File: src/rtl/display_matrix_scan.sv
// LED-matrix scan driver: row multiplexing, per-frame shadow registers,
// cursor blink, inter-row blanking and PWM brightness for a ROWS x COLS matrix.
module display_matrix_scan #(
    parameter int ROWS         = 5,
    parameter int COLS         = 7,
    parameter int SCAN_DIV     = 50000,
    parameter int BLANK_CYC    = 500,
    parameter int BRIGHT_W     = 3,
    parameter int BLINK_FRAMES = 50,
    parameter int ROW_ACT      = 1,
    parameter int COL_ACT      = 1
) (
    input  logic                     CLOCK_50,
    input  logic                     rst_n,
    input  logic [1:0]               mode,
    input  logic [BRIGHT_W-1:0]      bright,
    input  logic [ROWS*COLS-1:0]     pixels,
    input  logic [ROWS*COLS-1:0]     cursor,
    output logic [ROWS-1:0]          row,
    output logic [COLS-1:0]          column,
    output logic                     frame_start
);

    localparam int SLOT_W = $clog2(SCAN_DIV);
    localparam int ROW_W  = $clog2(ROWS);
    localparam int FC_W   = (BLINK_FRAMES > 1) ? $clog2(BLINK_FRAMES) : 1;

    localparam logic [SLOT_W-1:0] SLOT_LAST = SLOT_W'(SCAN_DIV - 1);
    localparam logic [SLOT_W-1:0] BLANK_END = SLOT_W'(BLANK_CYC);
    localparam logic [ROW_W-1:0]  ROW_LAST  = ROW_W'(ROWS - 1);
    localparam logic [FC_W-1:0]   FC_LAST   = FC_W'(BLINK_FRAMES - 1);

    // XOR masks turning "on" vectors into pin levels
    localparam logic [ROWS-1:0] ROW_IDLE = (ROW_ACT != 0) ? '0 : '1;
    localparam logic [COLS-1:0] COL_IDLE = (COL_ACT != 0) ? '0 : '1;

    typedef enum logic [1:0] {
        MODE_OFF       = 2'b00,
        MODE_NORMAL    = 2'b01,
        MODE_BLINK_OR  = 2'b10,
        MODE_BLINK_XOR = 2'b11
    } mode_t;

    logic [SLOT_W-1:0]    slot_cnt;
    logic [ROW_W-1:0]     row_idx;
    logic [FC_W-1:0]      frame_cnt;
    logic                 blink_phase;
    logic [BRIGHT_W-1:0]  pwm_cnt;

    logic [ROWS*COLS-1:0] sh_pixels;
    logic [ROWS*COLS-1:0] sh_cursor;
    mode_t                sh_mode;
    logic [BRIGHT_W-1:0]  sh_bright;

    logic                 fs;
    logic                 slot_last;
    logic                 row_last;
    logic                 blink_wrap;
    mode_t                eff_mode;
    logic [COLS-1:0]      row_pix;
    logic [COLS-1:0]      row_cur;
    logic [COLS-1:0]      lit;
    logic [COLS-1:0]      col_on;
    logic [ROWS-1:0]      row_sel;
    logic [ROWS-1:0]      row_on;

    // Counter terminal conditions and frame-start detection
    always_comb begin
        slot_last  = (slot_cnt == SLOT_LAST);
        row_last   = (row_idx == ROW_LAST);
        blink_wrap = (frame_cnt == FC_LAST);
        fs         = (slot_cnt == '0) && (row_idx == '0);
    end

    // Row slot timer and row index
    always_ff @(posedge CLOCK_50 or negedge rst_n) begin
        if (!rst_n) begin
            slot_cnt <= '0;
            row_idx  <= '0;
        end else if (slot_last) begin
            slot_cnt <= '0;
            row_idx  <= row_last ? '0 : row_idx + 1'b1;
        end else begin
            slot_cnt <= slot_cnt + 1'b1;
        end
    end

    // Free-running PWM phase counter
    always_ff @(posedge CLOCK_50 or negedge rst_n) begin
        if (!rst_n) begin
            pwm_cnt <= '0;
        end else begin
            pwm_cnt <= pwm_cnt + 1'b1;
        end
    end

    // Frame snapshot of inputs and blink timebase, updated only at frame start
    always_ff @(posedge CLOCK_50 or negedge rst_n) begin
        if (!rst_n) begin
            sh_pixels   <= '0;
            sh_cursor   <= '0;
            sh_mode     <= MODE_OFF;
            sh_bright   <= '0;
            frame_cnt   <= '0;
            blink_phase <= 1'b0;
        end else if (fs) begin
            sh_pixels <= pixels;
            sh_cursor <= cursor;
            sh_mode   <= mode_t'(mode);
            sh_bright <= bright;
            if (blink_wrap) begin
                frame_cnt   <= '0;
                blink_phase <= ~blink_phase;
            end else begin
                frame_cnt <= frame_cnt + 1'b1;
            end
        end
    end

    // Select the current row's pixel and cursor bits plus its one-hot line
    always_comb begin
        row_pix = '0;
        row_cur = '0;
        row_sel = '0;
        for (int unsigned r = 0; r < ROWS; r++) begin
            if (row_idx == ROW_W'(r)) begin
                row_pix    = sh_pixels[r*COLS +: COLS];
                row_cur    = sh_cursor[r*COLS +: COLS];
                row_sel[r] = 1'b1;
            end
        end
    end

    // Pixel function, blanking/PWM gating and row enable
    always_comb begin
        lit = '0;
        case (sh_mode)
            MODE_OFF:       lit = '0;
            MODE_NORMAL:    lit = row_pix;
            MODE_BLINK_OR:  lit = row_pix | (row_cur & {COLS{blink_phase}});
            MODE_BLINK_XOR: lit = row_pix ^ (row_cur & {COLS{blink_phase}});
            default:        lit = '0;
        endcase

        col_on = '0;
        if ((slot_cnt >= BLANK_END) && (pwm_cnt <= sh_bright)) begin
            col_on = lit;
        end

        // The shadow mode is still stale in the frame-start cycle, so the row
        // line uses the value being captured; columns are blanked there anyway.
        eff_mode = fs ? mode_t'(mode) : sh_mode;
        row_on   = (eff_mode == MODE_OFF) ? '0 : row_sel;
    end

    // Registered pin drivers and frame-start pulse
    always_ff @(posedge CLOCK_50 or negedge rst_n) begin
        if (!rst_n) begin
            row         <= ROW_IDLE;
            column      <= COL_IDLE;
            frame_start <= 1'b0;
        end else begin
            row         <= row_on ^ ROW_IDLE;
            column      <= col_on ^ COL_IDLE;
            frame_start <= fs;
        end
    end

endmodule

File: config.mk
export PLATFORM = sky130hd
export DESIGN_NAME = display_matrix_scan
export DESIGN_NICKNAME = d
export VERILOG_FILES = /design/src/rtl/display_matrix_scan.sv
export SDC_FILE = /design/constraint.sdc
export NUM_CORES = 1
export LEC_CHECK = 0
export CAP_MARGIN = 20
export CORE_AREA = 5 5 133 135
export DETAILED_ROUTE_END_ITERATION = 6
export DIE_AREA = 0 0 138 140
export PLACE_DENSITY = 0.53
export SYNTH_ARGS = -nofsm -noshare
export SYNTH_HDL_FRONTEND = slang
export SYNTH_SLANG_ARGS = --single-unit
export TNS_END_PERCENT = 10
File: constraint.sdc
create_clock -name CLOCK_50 -period 5.6 [get_ports CLOCK_50]
set_input_delay 1.12 -clock CLOCK_50 [delete_from_list [all_inputs] [get_ports CLOCK_50]]
set_output_delay 1.12 -clock CLOCK_50 [all_outputs]
set_load 0.005 [all_outputs]
==> summary.md <==
| Metric | Value |
|---|---|
| Status | finished, final reports clean |
| Mapped Cells | 625 |
| Reg2reg start | row_idx[2]$_DFFE_PN0N_ |
| Top-area cell type share of the netlist area | 52.14% |
| Synth warn | 0 |
| Site Rows | 47 |
| Vias per std cell | 4.874 |
| Final min period | 2.794 ns |
| Layout cells sized above 1 | 6.844% |
| Post-CTS resize count | 0 |
| Max cap viols | 0 |
| Remaining antenna violation count | 0 |
| First-pass iteration count of the detailed router | 5 |
| Actual slew at the worst max-slew pin | 0.8979 ns |
| Most common cell on crit path | a21oi_1 |
| Setup crit start kind | flop |
| Worst EP arrival | 3.04 ns |
| Cells along the critical path | inv_1, ha_1, or2_2, a21oi_1, a221oi_1, ha_1, a21oi_1, a21oi_1 |
| Max-Slew Margin vs Limit | 39.81% |
| H-tree Lvls | 4 |
| Worst Slack Setup Final | 2.806 ns |
| First-pass GRT wire length | 24960 um |
| P_leak | 3.373 nW |
| Final core occ | 44.50% |
| Post-synthesis sequential area ratio | 52.14% |
| Clk_lat worst skew | 0.41 ns |
| Root Driver | clkbuf_16 |
| CP endpoint kind | flop |
| Hold Path Class | reg2reg |
| Peak supply drop | 0.2086 mV |
| CTS sink count | 117 |
| Fillers | 1652 |
| Die area | 19320 um^2 |
| Post-detail-place hpwl | 11230 um |
| Worst Hold Depth | 1 |
| Reg clk slew, reported paths | 0.06 ns |
| Delay-heaviest family, CP | adder cells |
| RSZ-0062 raised after global routing | false |
| Fmax | 357.9 MHz |
| Die Ht | 140 um |
| Fin nets | 800 |
| Worst-path fanout max | 20 |
| ANT cells | 0 |
| Register bit total from synthesis | 117 |
| Iteration-0 DRC Markers | 363 |
| Post-CTS Hold Buffers | 0 |
| Pre-CTS setup slack | 2.607 ns |
| DRC errors left | 0 |
| Synth Area per Inst | 8.985 um^2 |
| Layout Cells excl Fill | 936 |
| Syn nets | 722 |
| Hold Violations, Final | 0 |
| Clk pwr share | 52.0% |
| Synth area leader | dfrtp_1 |
| Post CTS Setup Buffer Count | 0 |
| CTS tree | yes |
| Crit-path slowest cell | ha_1 |
| Worst Hold Endpoint | pwm_cnt[0]$_DFF_PN0_ |
| Layout area overhead | 29.55% |
| Grt total ovfl | 0 |
| Setup TNS | 0 ns |
| Req. time, crit path | 5.85 ns |
| CP max stage delay | 0.59 ns |
| Clock Skew | 0.01392 ns |
| Core Area | 16350 um^2 |
| Predominant post-synthesis flop cell | dfrtp_1 |
| Internal power | 1.647 mW |
| Mapped Area | 5615 um^2 |
| Number of global-route vias before repair | 4631 |
| Asr flop ratio synth | 100.0% |
| EDFF count, synth | 0 |
| Drt total wl | 15330 um |
| Num CTS Buffers | 17 |
| Buf+Inv Stages, Crit Path | 1 |
| Max Slew Vio Count | 0 |
| Placed Cells | 903 |
| Switch Pwr | 0.4787 mW |
| Antenna violations before repair | 0 |
| Comb power frac | 5.8% |
| Vias | 4562 |
| Fin crit share | 49.89% |
| Yosys cell types | 46 |
| Routability cong. | 0.8067 |
| Flop pwr share | 42.2% |
| R2r endpoint | column[6]$_DFF_PN0_ |
| Worst R2R Setup Slack | 2.81 ns |
| PortBufs | 89 |
| Pwr Density | 292.2 nW/um^2 |
| Final setup fails | 0 |
| Horiz. Die Dim | 138 um |
| Largest net degree at the start of global routing | 75 |
| Drt wl/cell | 16.38 um |
| All-Layer GR Usage | 16.12% |
| Initial Util | 34.35% |
| Critical setup path kind | reg2reg |
| Cell depth of the worst flop-to-flop path | 8 |
| Hold_sp | pwm_cnt[0]$_DFF_PN0_ |
| Synth top area cells | dfrtp_1 (52%), nand2_1 (16%), ha_1 (4.5%), a21oi_1 (2.1%), a221o_1 (2.1%) |
| IO Count | 90 |
| Sw Ratio | 22.52% |
| Clock buffer depth | 2 |
cells in the final DEF, fill, tap and decap left out, types with 2 or more instances in the layout:
cell             netlist  layout
inv_1                 16      16
nor3b_1                6       6
nand4_1               10      10
ha_1                  20      20
mux2_2                 2       2
nand3_1                5       5
nand2b_1               8       8
a22oi_1                7       7
xor2_1                 9       9
inv_6                  0       3
a221oi_1               4       4
buf_4                  4       7
or3_1                  3       3
and4_1                 3       3
a221oi_2               2       2
o21ai_1                2       2
o211ai_1               8       8
nor2b_1                5       5
clkinvlp_4             0       4
bufinv_16              0       3
a21oi_1               24      24
nand2_1              234     234
a221o_1               12      12
clkinv_4               0       3
xnor2_1                6       6
and2_1                 4       4
o21ai_0               23      23
clkdlybuf4s50_1        0      88
nor2_1                29      29
clkbuf_16              0      17
and3_1                 9       9
nor3_1                 4       4
dfrtp_1              117     117
registers in the layout, indices dropped and copies added (netlist names):
register,count
frame_cnt,6
row_idx,3
sh_pixels,35
sh_mode,2
column,7
sh_bright,3
frame_start,1
pwm_cnt,3
sh_cursor,35
blink_phase,1
row,5
slot_cnt,16
routing by layer:
metal | wire length, um | track usage (%) | up-vias
met4 | 227 | 5.408 | 0
met2 | 6961 | 24.31 | 119
met1 | 7325 | 22.91 | 2194
li1 | - | - | 2237
met5 | 0 | 0 | -
met3 | 812 | 3.817 | 12
synth_stat cells, types with 2 or more instances:
| cell type | n |
|---|---|
| clkbuf_1 | 17 |
| and3_1 | 9 |
| a221oi_2 | 2 |
| xnor2_1 | 6 |
| and4_1 | 3 |
| inv_1 | 16 |
| o211ai_1 | 8 |
| nand2b_1 | 8 |
| buf_1 | 2 |
| xor2_1 | 9 |
| nor3b_1 | 6 |
| nand4_1 | 10 |
| buf_4 | 4 |
| a221oi_1 | 4 |
| nand3_1 | 5 |
| ha_1 | 20 |
| o21ai_0 | 23 |
| nor3_1 | 4 |
| and2_1 | 4 |
| or3_1 | 3 |
| dfrtp_1 | 117 |
| mux2_2 | 2 |
| buf_2 | 14 |
| nand2_1 | 234 |
| a21oi_1 | 24 |
| a22oi_1 | 7 |
| a221o_1 | 12 |
| nor2_1 | 29 |
| o21ai_1 | 2 |
| nor2b_1 | 5 |
how the worst max path moves through the flow:
stage | slack (ns) | from | endpoint | cells after the start
final | 2.81 | row_idx[2]$_DFFE_PN0N_ | column[6]$_DFF_PN0_ | 8
after global routing | 2.58 | row_idx[2]$_DFFE_PN0N_ | column[6]$_DFF_PN0_ | 8
after CTS | 2.59 | row_idx[0]$_DFFE_PN0N_ | frame_cnt[3]$_DFFE_PN0P_ | 8
after detailed placement | 2.61 | row_idx[0]$_DFFE_PN0N_ | frame_cnt[3]$_DFFE_PN0P_ | 8
after global placement | 2.69 | row_idx[0]$_DFFE_PN0N_ | frame_cnt[3]$_DFFE_PN0P_ | 8
after floorplan | 3.27 | row_idx[2]$_DFFE_PN0N_ | column[0]$_DFF_PN0_ | 11
per-stage QoR:
| step | power, mW | hold slack (ns) | area [um^2] |
|---|---|---|---|
| detailed placement | 1.035 | 0.4396 | 6653 |
| floorplan | 0.9393 | 0.4182 | 5615 |
| CTS | 2.151 | 0.4478 | 7259 |
| finish | 2.126 | 0.4421 | 7274 |
| global placement | 1.034 | 0.4320 | 6653 |
| global route | 2.206 | 0.4736 | 7274 |
final cells by class:
type / instances / area (um^2) / share of cell area, %
sequential: 117 / 2928 / 40.25
multi-input combinational: 455 / 2456 / 33.76
timing repair buffer: 96 / 948.4 / 13.04
clock buffer: 18 / 429.2 / 5.900
tap: 220 / 275.3 / 3.784
clock inverter: 14 / 177.7 / 2.442
inverter: 16 / 60.06 / 0.8256
logic make-up after synthesis:
logic type	after synthesis	synth area share (%)
AND/OR/NAND/NOR	329	25.87
adder cells (fa/ha/maj)	20	4.456
XOR/XNOR	15	2.340
flip-flops	117	52.14
AO/OA/AOI/OAI	88	10.50
buffers and inverters	53	4.122
multiplexers	3	0.5793
power groups by stage:
stage	combinational [mW]	clock, mW	sequential [mW]
after global routing	0.139	1.17	0.898
after CTS	0.126	1.13	0.895
after floorplan	0.0396	0	0.900
after global placement	0.123	0	0.911
after detailed placement	0.125	0	0.910
final	0.123	1.11	0.896
Note: power is estimated with default switching activity, not from simulation.
